`config.mk`:
```
export PLATFORM = sky130hd
export DESIGN_NAME = uart_tx_fifo
export DESIGN_NICKNAME = d
export VERILOG_FILES = /design/src/rtl/uart_tx_fifo.sv
export SDC_FILE = /design/constraint.sdc
export NUM_CORES = 1
export LEC_CHECK = 0
export ABC_AREA = 1
export CORE_UTILIZATION = 50
export DETAILED_ROUTE_END_ITERATION = 7
export PLACE_DENSITY_LB_ADDON = 0.2
export SLEW_MARGIN = 20
export SYNTH_ARGS = -nofsm -noshare
export SYNTH_HDL_FRONTEND = slang
export SYNTH_HIERARCHICAL = 1
export SYNTH_SLANG_ARGS = --single-unit
```
`constraint.sdc`:
```
create_clock -name clk -period 2.4 [get_ports clk]
set_input_delay 0.48 -clock clk [delete_from_list [all_inputs] [get_ports clk]]
set_output_delay 0.48 -clock clk [all_outputs]
set_load 0.01 [all_outputs]
```
`src/rtl/uart_tx_fifo.sv`:
```
// 8N1 UART transmitter fed from a small byte FIFO; also holds the generic FIFO it uses.

// Generic synchronous FIFO with an explicit occupancy count.
// Latency: a write is visible at rdata one cycle after the push edge when the FIFO was empty.
// Backpressure: the caller must not push when count == DEPTH or pop when count == 0.
module fifo #(
    parameter int W     = 8,
    parameter int DEPTH = 4,
    parameter int CNT_W = 3
) (
    input  logic             clk,
    input  logic             rst_n,
    input  logic             push,
    input  logic [W-1:0]     wdata,
    input  logic             pop,
    output logic [W-1:0]     rdata,
    output logic [CNT_W-1:0] count
);
    localparam int PTR_W = $clog2(DEPTH);

    logic [W-1:0]     mem [DEPTH];
    logic [PTR_W-1:0] wr_ptr;
    logic [PTR_W-1:0] rd_ptr;

    assign rdata = mem[rd_ptr];

    always_ff @(posedge clk) begin
        if (push) begin
            mem[wr_ptr] <= wdata;
        end
    end

    always_ff @(posedge clk) begin
        if (!rst_n) begin
            wr_ptr <= '0;
            rd_ptr <= '0;
            count  <= '0;
        end else begin
            if (push) begin
                wr_ptr <= wr_ptr + PTR_W'(1);
            end
            if (pop) begin
                rd_ptr <= rd_ptr + PTR_W'(1);
            end
            case ({push, pop})
                2'b10:   count <= count + CNT_W'(1);
                2'b01:   count <= count - CNT_W'(1);
                default: count <= count;
            endcase
        end
    end
endmodule

// Serialises queued bytes as 8N1 frames on a registered tx line.
// Latency: a byte pushed into an idle, empty block starts its start bit one cycle later.
// Backpressure: tx_ready drops while the FIFO holds FIFO_DEPTH bytes.
module uart_tx_fifo #(
    parameter int CLKS_PER_BIT = 868,
    parameter int FIFO_DEPTH   = 4,
    parameter int CNT_W        = 3
) (
    input  logic             clk,
    input  logic             rst_n,
    input  logic [7:0]       tx_data,
    input  logic             tx_valid,
    output logic             tx_ready,
    output logic             tx,
    output logic             busy,
    output logic [CNT_W-1:0] fifo_count
);
    typedef enum logic [1:0] {
        IDLE  = 2'd0,
        START = 2'd1,
        DATA  = 2'd2,
        STOP  = 2'd3
    } state_t;

    localparam logic [15:0] BAUD_LAST = 16'(CLKS_PER_BIT - 1);

    state_t      state;
    logic [15:0] baud_cnt;
    logic [2:0]  bit_idx;
    logic [7:0]  shift;
    logic [7:0]  head;
    logic        push;
    logic        pop;
    logic        baud_last;

    assign tx_ready  = (fifo_count != CNT_W'(FIFO_DEPTH));
    assign push      = tx_valid && tx_ready;
    assign baud_last = (baud_cnt == BAUD_LAST);
    // Popping on the last stop cycle chains frames with no idle gap.
    assign pop       = (fifo_count != '0) &&
                       ((state == IDLE) || ((state == STOP) && baud_last));
    assign busy      = (state != IDLE) || (fifo_count != '0);

    fifo #(
        .W     (8),
        .DEPTH (FIFO_DEPTH),
        .CNT_W (CNT_W)
    ) u_fifo (
        .clk   (clk),
        .rst_n (rst_n),
        .push  (push),
        .wdata (tx_data),
        .pop   (pop),
        .rdata (head),
        .count (fifo_count)
    );

    always_ff @(posedge clk) begin
        if (!rst_n) begin
            state    <= IDLE;
            baud_cnt <= '0;
            bit_idx  <= '0;
            shift    <= '0;
            tx       <= 1'b1;
        end else begin
            case (state)
                IDLE: begin
                    tx <= 1'b1;
                    if (pop) begin
                        shift    <= head;
                        baud_cnt <= '0;
                        state    <= START;
                        tx       <= 1'b0;
                    end
                end
                START: begin
                    if (baud_last) begin
                        baud_cnt <= '0;
                        bit_idx  <= '0;
                        state    <= DATA;
                        tx       <= shift[0];
                    end else begin
                        baud_cnt <= baud_cnt + 16'd1;
                    end
                end
                DATA: begin
                    if (baud_last) begin
                        baud_cnt <= '0;
                        if (bit_idx == 3'd7) begin
                            state <= STOP;
                            tx    <= 1'b1;
                        end else begin
                            // tx takes the next bit now, so it stays a pure register.
                            bit_idx <= bit_idx + 3'd1;
                            shift   <= {1'b0, shift[7:1]};
                            tx      <= shift[1];
                        end
                    end else begin
                        baud_cnt <= baud_cnt + 16'd1;
                    end
                end
                STOP: begin
                    if (baud_last) begin
                        baud_cnt <= '0;
                        if (pop) begin
                            shift <= head;
                            state <= START;
                            tx    <= 1'b0;
                        end else begin
                            state <= IDLE;
                            tx    <= 1'b1;
                        end
                    end else begin
                        baud_cnt <= baud_cnt + 16'd1;
                    end
                end
                default: begin
                    state <= IDLE;
                    tx    <= 1'b1;
                end
            endcase
        end
    end
endmodule

```
==> flow_summary.toml, run 1 <==
[critical_path]
crit_type = "flop to output port"
endpoint_kind = "output port"
cpPeakStageDelay_ps = 510
startpoint_type = "flop"
cp_num_cells = 3
critPathSlowestCell = "clkdlybuf4s50_1"
arrival_ps = 1720
crit_family = "buffers and inverters"
critPathLaunch = "u_fifo/count[1]"
crit_buf_inv = 1
reg2reg_depth = 13
r2r_end = "u_fifo/count[2]"
crit_path_end = "busy"
ff2ff_setup_slack_ps = 200
path_cells = "nor3_1, nand2_1, clkdlybuf4s50_1"
critPathRequiredTime_ps = 1920
crit_fanout = 5
timing.rr.start = "state[1]"

[sta]
rsz0062_at_grt = "no"
clock_skew_ps = 8.133
max_freq_ghz = 0.4545
max-slew-margin-rel = 0.6695
slew_viol_final = 0
fin_crit_sh = 0.9168
setup_violations = 0
tightest_slew_ps = 495.2
fin_crit_ps = 2200
fin_tns_setup_ps = 0
hold_violations = 0

[route]
wl_per_cell_um = 13.13
drt-pass1-iter-count = 6
drc = 0
wl_mm = 6.643
vias = 2641
viasPerCell = 5.219
drt-initial-drc-count = 195
ant_nets = 0

[min_path]
min_path_type = "flop to flop"

[yosys]
synth_edf_count = 32
syn_area_per_cell_um2 = 8.558
synth_area_um2 = 3415
ys_seq_elements = 71
synth.area.top_cells = "edfxtp_1 (28%), dfxtp_1 (23%), nand2_1 (8.0%)"
synth_top_cell_area_share = 0.2814
ys.flop_type = "dfxtp_1"
yosysWarnings = 6
synth.distinct_cells = 35
syn_nets = 425
synthCells = 399
async_flop_share = 0
synth_area_leader_cell = "edfxtp_1"
seq_area_frac_synth = 0.5101

[global_routing]
grt_pass1_vias = 2513
grt_usage = 0.2079
grt_max_degree = 19
overflow = 0
antenna_found_initial = 0
grt_pass1_wl_mm = 11.66

[pwr]
peakVddDrop_v = 0.0006870
p_leak_nw = 1.587
p_per_area_nw_per_um2 = 1043

[cells_and_area]
layout_commonest_cell = "nand2_1"
final_cell_mix = "nand2_1 (73), nor2_1 (56), inv_1 (46)"
syn2layout_area_growth_pct = 13.19
antenna_cells = 0
drive_gt1_frac = 0.1096
nets = 450
instances_no_fill = 506

[placement]
portBuffers = 16
hpwl_mm = 4.577
gp_congestion = 0.9153
dp_cells = 490

[outcome]
status = "finished clean"

[clocking]
cts_tree = "done"
clk_pin_slew_ps = 80
clockBufferDepth = 2
cts_resized = 0
holdBufCountCts = 0
htreeDepth = 3
numCtsBuffers = 9
clock-sinks = 71
post_cts_buffers = 0
clockRootBuffer = "clkbuf_8"
worstSkewPairLatency_ps = 340

[floorplan]
num_io_pins = 17
die_y_um = 84.64
fp.dieArea_um2 = 7164
core-area_um2 = 6459
initial_core_util = 0.5287
die_w_um = 84.64
rows = 29

[job]
maxCapViolCount = 0
cell type report:
class,count,area (µm²)
Clock buffer,9,123.9
Clock inverter,7,80.08
Sequential cell,71,1743
Timing Repair Buffer,22,205.2
Multi-Input combinational cell,271,1433
Fill cell,559,2594
Tap cell,77,96.34
Inverter,49,183.9
registers in the layout, indices dropped and copies added, names as in the netlist, named ones only:
name	cells
shift	8
u_fifo/rd_ptr	2
u_fifo/count	3
tx	1
bit_idx	3
u_fifo/wr_ptr	2
state	2
baud_cnt	16
u_fifo/mem	32
cell usage after synthesis (3+ instances only):
master	n
nand4_1	4
nand2_2	5
nand2_4	4
o21ai_0	40
inv_1	47
edfxtp_1	32
o21a_1	3
nand3_1	13
buf_6	3
nor3_1	6
nor2_2	3
nand2_1	73
nor2_1	56
o22ai_1	8
dfxtp_1	39
ha_1	14
a21oi_1	24
stage by stage:
stage / power (mW) / utilization / worst slack [ps] / instance area (µm²) / hold slack (ps)
after CTS: 4.052 / 0.5978 / 3.479 / 3861 / 440.2
after global routing: 4.352 / 0.5984 / 21.35 / 3865 / 483.5
after floorplan: 2.663 / - / 294.6 / 3415 / 411.5
after detailed placement: 3.055 / 0.5663 / 36.63 / 3657 / 429.4
after global placement: 3.015 / 0.5663 / 106.7 / 3657 / 420.7
final: 4.031 / 0.5984 / 199.7 / 3865 / 439.3
worst min path at each step:
stage / cells past startpoint / slack [ps] / startpoint / end
finish: 1 / 440 / u_fifo/rd_ptr[1] / u_fifo/rd_ptr[1]
global route: 1 / 480 / u_fifo/rd_ptr[1] / u_fifo/rd_ptr[1]
detailed placement: 1 / 430 / u_fifo/rd_ptr[1] / u_fifo/rd_ptr[1]
floorplan: 1 / 410 / u_fifo/rd_ptr[1] / flop
global placement: 1 / 420 / u_fifo/rd_ptr[1] / flop
CTS: 1 / 440 / u_fifo/rd_ptr[1] / u_fifo/rd_ptr[1]
kinds of logic after synthesis:
logic type | after synthesis | synth area share
xor+xnor | 1 | 0.002566
flops | 71 | 0.5101
simple gates | 168 | 0.2180
fa+ha+maj | 15 | 0.05716
buf+inv | 57 | 0.07109
compound gates | 87 | 0.1411
worst register-to-register path, delay by kind of cell (launching register included):
| kind | cells | cell delay (ps) |
|---|---|---|
| buf+inv | 3 | 320 |
| fa+ha+maj | 3 | 830 |
| compound gates | 1 | 120 |
| simple gates | 6 | 500 |
| flops | 1 | 380 |
where the power goes:
group | leakage, nW | internal (mW) | switching, mW
Sequential | 0.612 | 1.44 | 0.119
Combinational | 0.873 | 0.541 | 0.946
Clock | 0.102 | 0.494 | 0.487
layer usage:
metal  share of wire  global-route usage
met5               0                   0
met3           0.052             0.03638
met4           0.015              0.1017
met1            0.49              0.2924
met2            0.44              0.3112
No activity file was read; power rests on OpenSTA's default activity.
==> inputs of run 2 (changes only) <==
--- a/config.mk
+++ b/config.mk
@@ -9,6 +9,7 @@
 export CORE_UTILIZATION = 50
 export DETAILED_ROUTE_END_ITERATION = 7
 export PLACE_DENSITY_LB_ADDON = 0.2
+export SETUP_SLACK_MARGIN = 0.5
 export SLEW_MARGIN = 20
 export SYNTH_ARGS = -nofsm -noshare
 export SYNTH_HDL_FRONTEND = slang
==> run 2 against run 1 <==
Clock-buffer cell count rose by 1. Non-clock buffer count grew 8. Die area unchanged.
==> flow_summary.toml, run 2 (synthesis results as in run 1) <==
[critical_path]
reg2reg_depth = 10
critPathRequiredTime_ps = 1920
endpoint_kind = "output port"
arrival_ps = 1430
ff2ff_setup_slack_ps = 510
crit_family = "buffers and inverters"
crit_type = "flop to output port"
cp_num_cells = 1
r2r_end = "u_fifo/count[1]"
critPathSlowestCell = "clkdlybuf4s50_1"
crit_fanout = 6
crit_buf_inv = 1
cpPeakStageDelay_ps = 600
path_cells = "clkdlybuf4s50_1"
timing.rr.start = "state[0]"
startpoint_type = "flop"

[cells_and_area]
reg_top3 = "u_fifo/mem: 32 flops, baud_cnt: 16 flops, shift: 8 flops"
nets = 458
post-route-cell-area_um2 = 4049
layout_commonest_cell = "nand2_1"
multi_input_area_um2 = 1549
largest_register_ffs = 32
fin_util = 0.6269
drive_gt1_frac = 0.1991
register_area_um2 = 1767
fillers = 545
final_cell_mix = "nand2_1 (69), nor2_1 (52), inv_1 (41)"
instances_no_fill = 514
syn2layout_area_growth_pct = 18.58
top_register = "u_fifo/mem"
antenna_cells = 0

[job]
maxCapViolCount = 0

[clocking]
holdBufCountCts = 0
htreeDepth = 3
numCtsBuffers = 9
clockBufferDepth = 2
worstSkewPairLatency_ps = 340
clk_pin_slew_ps = 80
cts_tree = "done"
clockRootBuffer = "clkbuf_8"
clock-sinks = 71

[pwr]
p_leak_nw = 1.621
p_total_mw = 4.180
peakVddDrop_v = 0.0005579
p_per_area_nw_per_um2 = 1032

[outcome]
status = "finished clean"

[route]
wl_mm = 6.867
drt-pass1-iter-count = 4
vias = 2679
viasPerCell = 5.212
drc = 0
wl_per_cell_um = 13.36
drt-initial-drc-count = 105
ant_nets = 0

[min_path]
hold_start = "u_fifo/rd_ptr[1]"
min_path_type = "flop to flop"
holdPathStages = 1

[sta]
max-slew-margin-rel = 0.6406
rsz0062_at_grt = "yes"
setup_ws_ps = 490.4
tightest_slew_ps = 538.5
setup_violations = 0
slew_viol_final = 0
fin_tns_setup_ps = 0
fin_crit_sh = 0.7957
fin_crit_ps = 1910
whs_ps = 447.8
clock_skew_ps = 9.491
hold_violations = 0
max_freq_ghz = 0.5237

[placement]
portBuffers = 16
dpl-instance-area_um2 = 3670
pre_cts_ws_ps = 150.1
dp_cells = 489
hpwl_mm = 4.546
gp_congestion = 0.8164

[global_routing]
overflow = 0
grt_pass1_wl_mm = 11.34
antenna_found_initial = 0
grt_max_degree = 19
grt_usage = 0.2030
grt_pass1_vias = 2509

[floorplan]
die_w_um = 84.64
core-area_um2 = 6459
initial_core_util = 0.5287
die_y_um = 84.64
fp.dieArea_um2 = 7164
num_io_pins = 17
rows = 29
## run 2: cell count changes in the layout (fill, tap and decap cells not counted), sizes merged
cell	before	now
inv	52	50
bufinv	1	0
clkinvlp	1	2
buf	6	14
clkinv	2	3
clkbuf	9	10
dlygate4sd2	0	1
clkdlybuf4s50	16	15
## run 2: how the worst max path moves through the flow
| stage | from | end | slack [ps] |
|---|---|---|---|
| finish | u_fifo/count[2] | fifo_count[2] | 490 |
| global route | baud_cnt[1] | u_fifo/count[2] | 420 |
| CTS | u_fifo/count[1] | busy | 480 |
| detailed placement | tx_valid | u_fifo/count[2] | 150 |
| global placement | tx_valid | u_fifo/count[2] | 230 |
| floorplan | baud_cnt[0] | u_fifo/count[1] | 500 |
## run 2: report_power, final
group | internal, mW | total (mW) | leakage (nW) | switching (mW)
logic | 0.701 | 1.74 | 0.919 | 1.04
registers | 1.45 | 1.60 | 0.619 | 0.142
clock network | 0.380 | 0.840 | 0.0829 | 0.460
total | 2.54 | 4.18 | 1.62 | 1.64
## run 2: area by class of cell
cell class,instances,share of cell area
Clock buffer,10,0.03152
Sequential cell,71,0.4363
Inverter,49,0.04913
Multi-Input combinational cell,271,0.3826
Tap cell,77,0.02379
Timing Repair Buffer,30,0.06520
Clock inverter,6,0.01143
## run 2: worst register-to-register path, cell delays in order (launching register included)
cell,delay (ps)
dfxtp_4,360
inv_2,80
ha_4,170
inv_6,50
a21oi_4,210
nand2_8,80
inv_6,60
ha_4,150
fa_2,430
o21ai_1,130
nor2_1,50
## run 2: timing repair
action / CTS / global route
setup endpoints to repair: 4 / 7
buffers inserted: 4 / 5
endpoints found under the hold margin: 0 / 0
resized for setup: 20 / 29
pin swaps: 4 / 14
## run 2: layer usage
layer | GRT usage | wire length [µm] | vias to the layer above
met5 | 0 | 0 | -
met4 | 0.09553 | 108 | 0
met3 | 0.03638 | 217 | 9
met2 | 0.3141 | 3159 | 49
met1 | 0.2773 | 3382 | 1234
li1 | - | - | 1387
==> inputs of run 3 (changes only) <==
==> constraint.sdc (replaced) <==
create_clock -name clk -period 2 [get_ports clk]
set_input_delay 0.4 -clock clk [delete_from_list [all_inputs] [get_ports clk]]
set_output_delay 0.4 -clock clk [all_outputs]
set_load 0.01 [all_outputs]
==> run 3 against run 2 <==
Utilization increased by 9.4 points. Hold slack improved by 36 ps. Via count is 12% higher. Sequential share of layout area fell by 5.4 points. Sequential cell count is the same. Final cell count is 8.6% higher. Register-to-register slack worse by 330 ps. Setup slack worse by 310 ps. Final area grew 15%. First-iteration DRC count increased by 61%. Critical endpoint is now u_fifo/count[1].
==> flow_summary.toml, run 3 (synthesis results as in run 1) <==
[job]
maxCapViolCount = 0

[clocking]
worstSkewPairLatency_ps = 350
cts_tree = "done"
htreeDepth = 3
clock-sinks = 71
clockBufferDepth = 2
clockRootBuffer = "clkbuf_8"
clk_pin_slew_ps = 90
numCtsBuffers = 9

[pwr]
clockPowerShare = 0.187
p_seq_frac = 0.309
comb_power_share = 0.504
swShare = 0.4027
intPower_mw = 3.610
peakVddDrop_v = 0.0008458
p_per_area_nw_per_um2 = 1299
p_total_mw = 6.044
p_leak_nw = 1.894
p_sw_mw = 2.433

[sta]
max-slew-margin-rel = 0.6319
max_freq_ghz = 0.5506
fin_tns_setup_ps = 0
slew_viol_final = 0
setup_violations = 0
rsz0062_at_grt = "yes"
fin_crit_ps = 1816
tightest_slew_ps = 551.5
clock_skew_ps = 12.97
fin_crit_sh = 0.9081
hold_violations = 0

[route]
vias = 3008
wl_mm = 8.263
drc = 0
viasPerCell = 5.391
drt-pass1-iter-count = 6
drt-initial-drc-count = 169
ant_nets = 0
wl_per_cell_um = 14.81

[cells_and_area]
fillers = 457
top_register = "u_fifo/mem"
layout_commonest_cell = "nand2_1"
final_cell_mix = "nand2_1 (59), nor2_1 (44), buf_4 (44)"
nets = 502
syn2layout_area_growth_pct = 36.28
largest_register_ffs = 32
reg_top3 = "u_fifo/mem: 32 flops, baud_cnt: 16 flops, shift: 8 flops"
antenna_cells = 0
drive_gt1_frac = 0.3784

[critical_path]
startpoint_type = "flop"
crit_fanout = 3
crit_type = "flop to flop"
critPathRequiredTime_ps = 2240
endpoint_kind = "flop"
arrival_ps = 2060

[global_routing]
grt_usage = 0.2189
grt_pass1_vias = 2682
overflow = 0
grt_max_degree = 17
grt_pass1_wl_mm = 12.10
antenna_found_initial = 0

[placement]
hpwl_mm = 4.522
gp_congestion = 0.7904
portBuffers = 16

[floorplan]
core-area_um2 = 6459
fp.dieArea_um2 = 7164
num_io_pins = 17
rows = 29
die_y_um = 84.64
initial_core_util = 0.5287
die_w_um = 84.64

[outcome]
status = "finished clean"

[min_path]
min_path_type = "flop to flop"
## run 3: changes by cell type in the layout (fill, tap and decap cells not counted), moves of 7 or more
cell,change
a21oi_1,-7
buf_4,+30
buf_6,+13
nand2_1,-10
nand2_2,+8
nor2_1,-8
o21ai_0,-10
## run 3: worst paths after layout
path / to / slack, ps / depth (start not counted) / from
worst max-delay path: u_fifo/count[1] / 180 / 11 / baud_cnt[11]
worst min-delay path: flop / 480 / 1 / u_fifo/rd_ptr[1]
worst max register to register: u_fifo/count[1] / 180 / 11 / baud_cnt[11]
worst min register to register: flop / 480 / 1 / u_fifo/rd_ptr[1]
## run 3: routing by layer
| metal | part of all wire | track usage |
|---|---|---|
| met2 | 0.50 | 0.3592 |
| met1 | 0.44 | 0.2824 |
| met3 | 0.044 | 0.05605 |
| met4 | 0.023 | 0.07550 |
| met5 | 0 | 0 |
## run 3: what timing repair did
item,in CTS,in global routing
buffers inserted,15,27
gates resized for setup,43,83
pin swaps,21,30
hold endpoints to repair,0,0
setup endpoints to repair,46,66
gates cloned,1,0
hold buffers,0,0
## run 3: critical path: stages (launching register included)
cell	delay [ps]
dfxtp_2	330
nor2_1	110
nand2_1	130
nor2_4	140
nand2_4	70
nand2_8	70
nand2_4	50
inv_4	70
ha_4	130
fa_2	420
o21ai_1	140
nor2_1	50
## run 3: power groups by stage
stage / Combinational [mW] / Clock, mW / Sequential (mW)
after floorplan: 1.42 / 0 / 1.90
after global placement: 1.97 / 0 / 1.89
after detailed placement: 2.01 / 0 / 1.89
after CTS: 2.37 / 1.14 / 1.87
after global routing: 3.32 / 1.21 / 1.89
final: 3.05 / 1.13 / 1.87
## run 3: stage by stage
stage | utilization | area, µm² | std cells | worst slack, ps | hold slack, ps
global route | 0.7205 | 4653 | 558 | 103.9 | 496.9
floorplan | - | 3500 | 399 | 230.3 | 411.5
global placement | 0.5889 | 3804 | 499 | 7.857 | 426.4
CTS | 0.6540 | 4224 | 531 | 209.0 | 444.8
detailed placement | 0.5889 | 3804 | 499 | -43.94 | 433.2
finish | 0.7205 | 4653 | 558 | 183.8 | 484.3
## run 3: layout make-up
cell class | instances | area (µm²) | share of cell area
clock inverter | 7 | 66.31 | 0.01425
sequential | 71 | 1780 | 0.3826
multi-input combinational | 272 | 1747 | 0.3754
tap | 77 | 96.34 | 0.02070
timing repair buffer | 73 | 618.1 | 0.1328
inverter | 49 | 221.5 | 0.04759
clock buffer | 9 | 123.9 | 0.02662
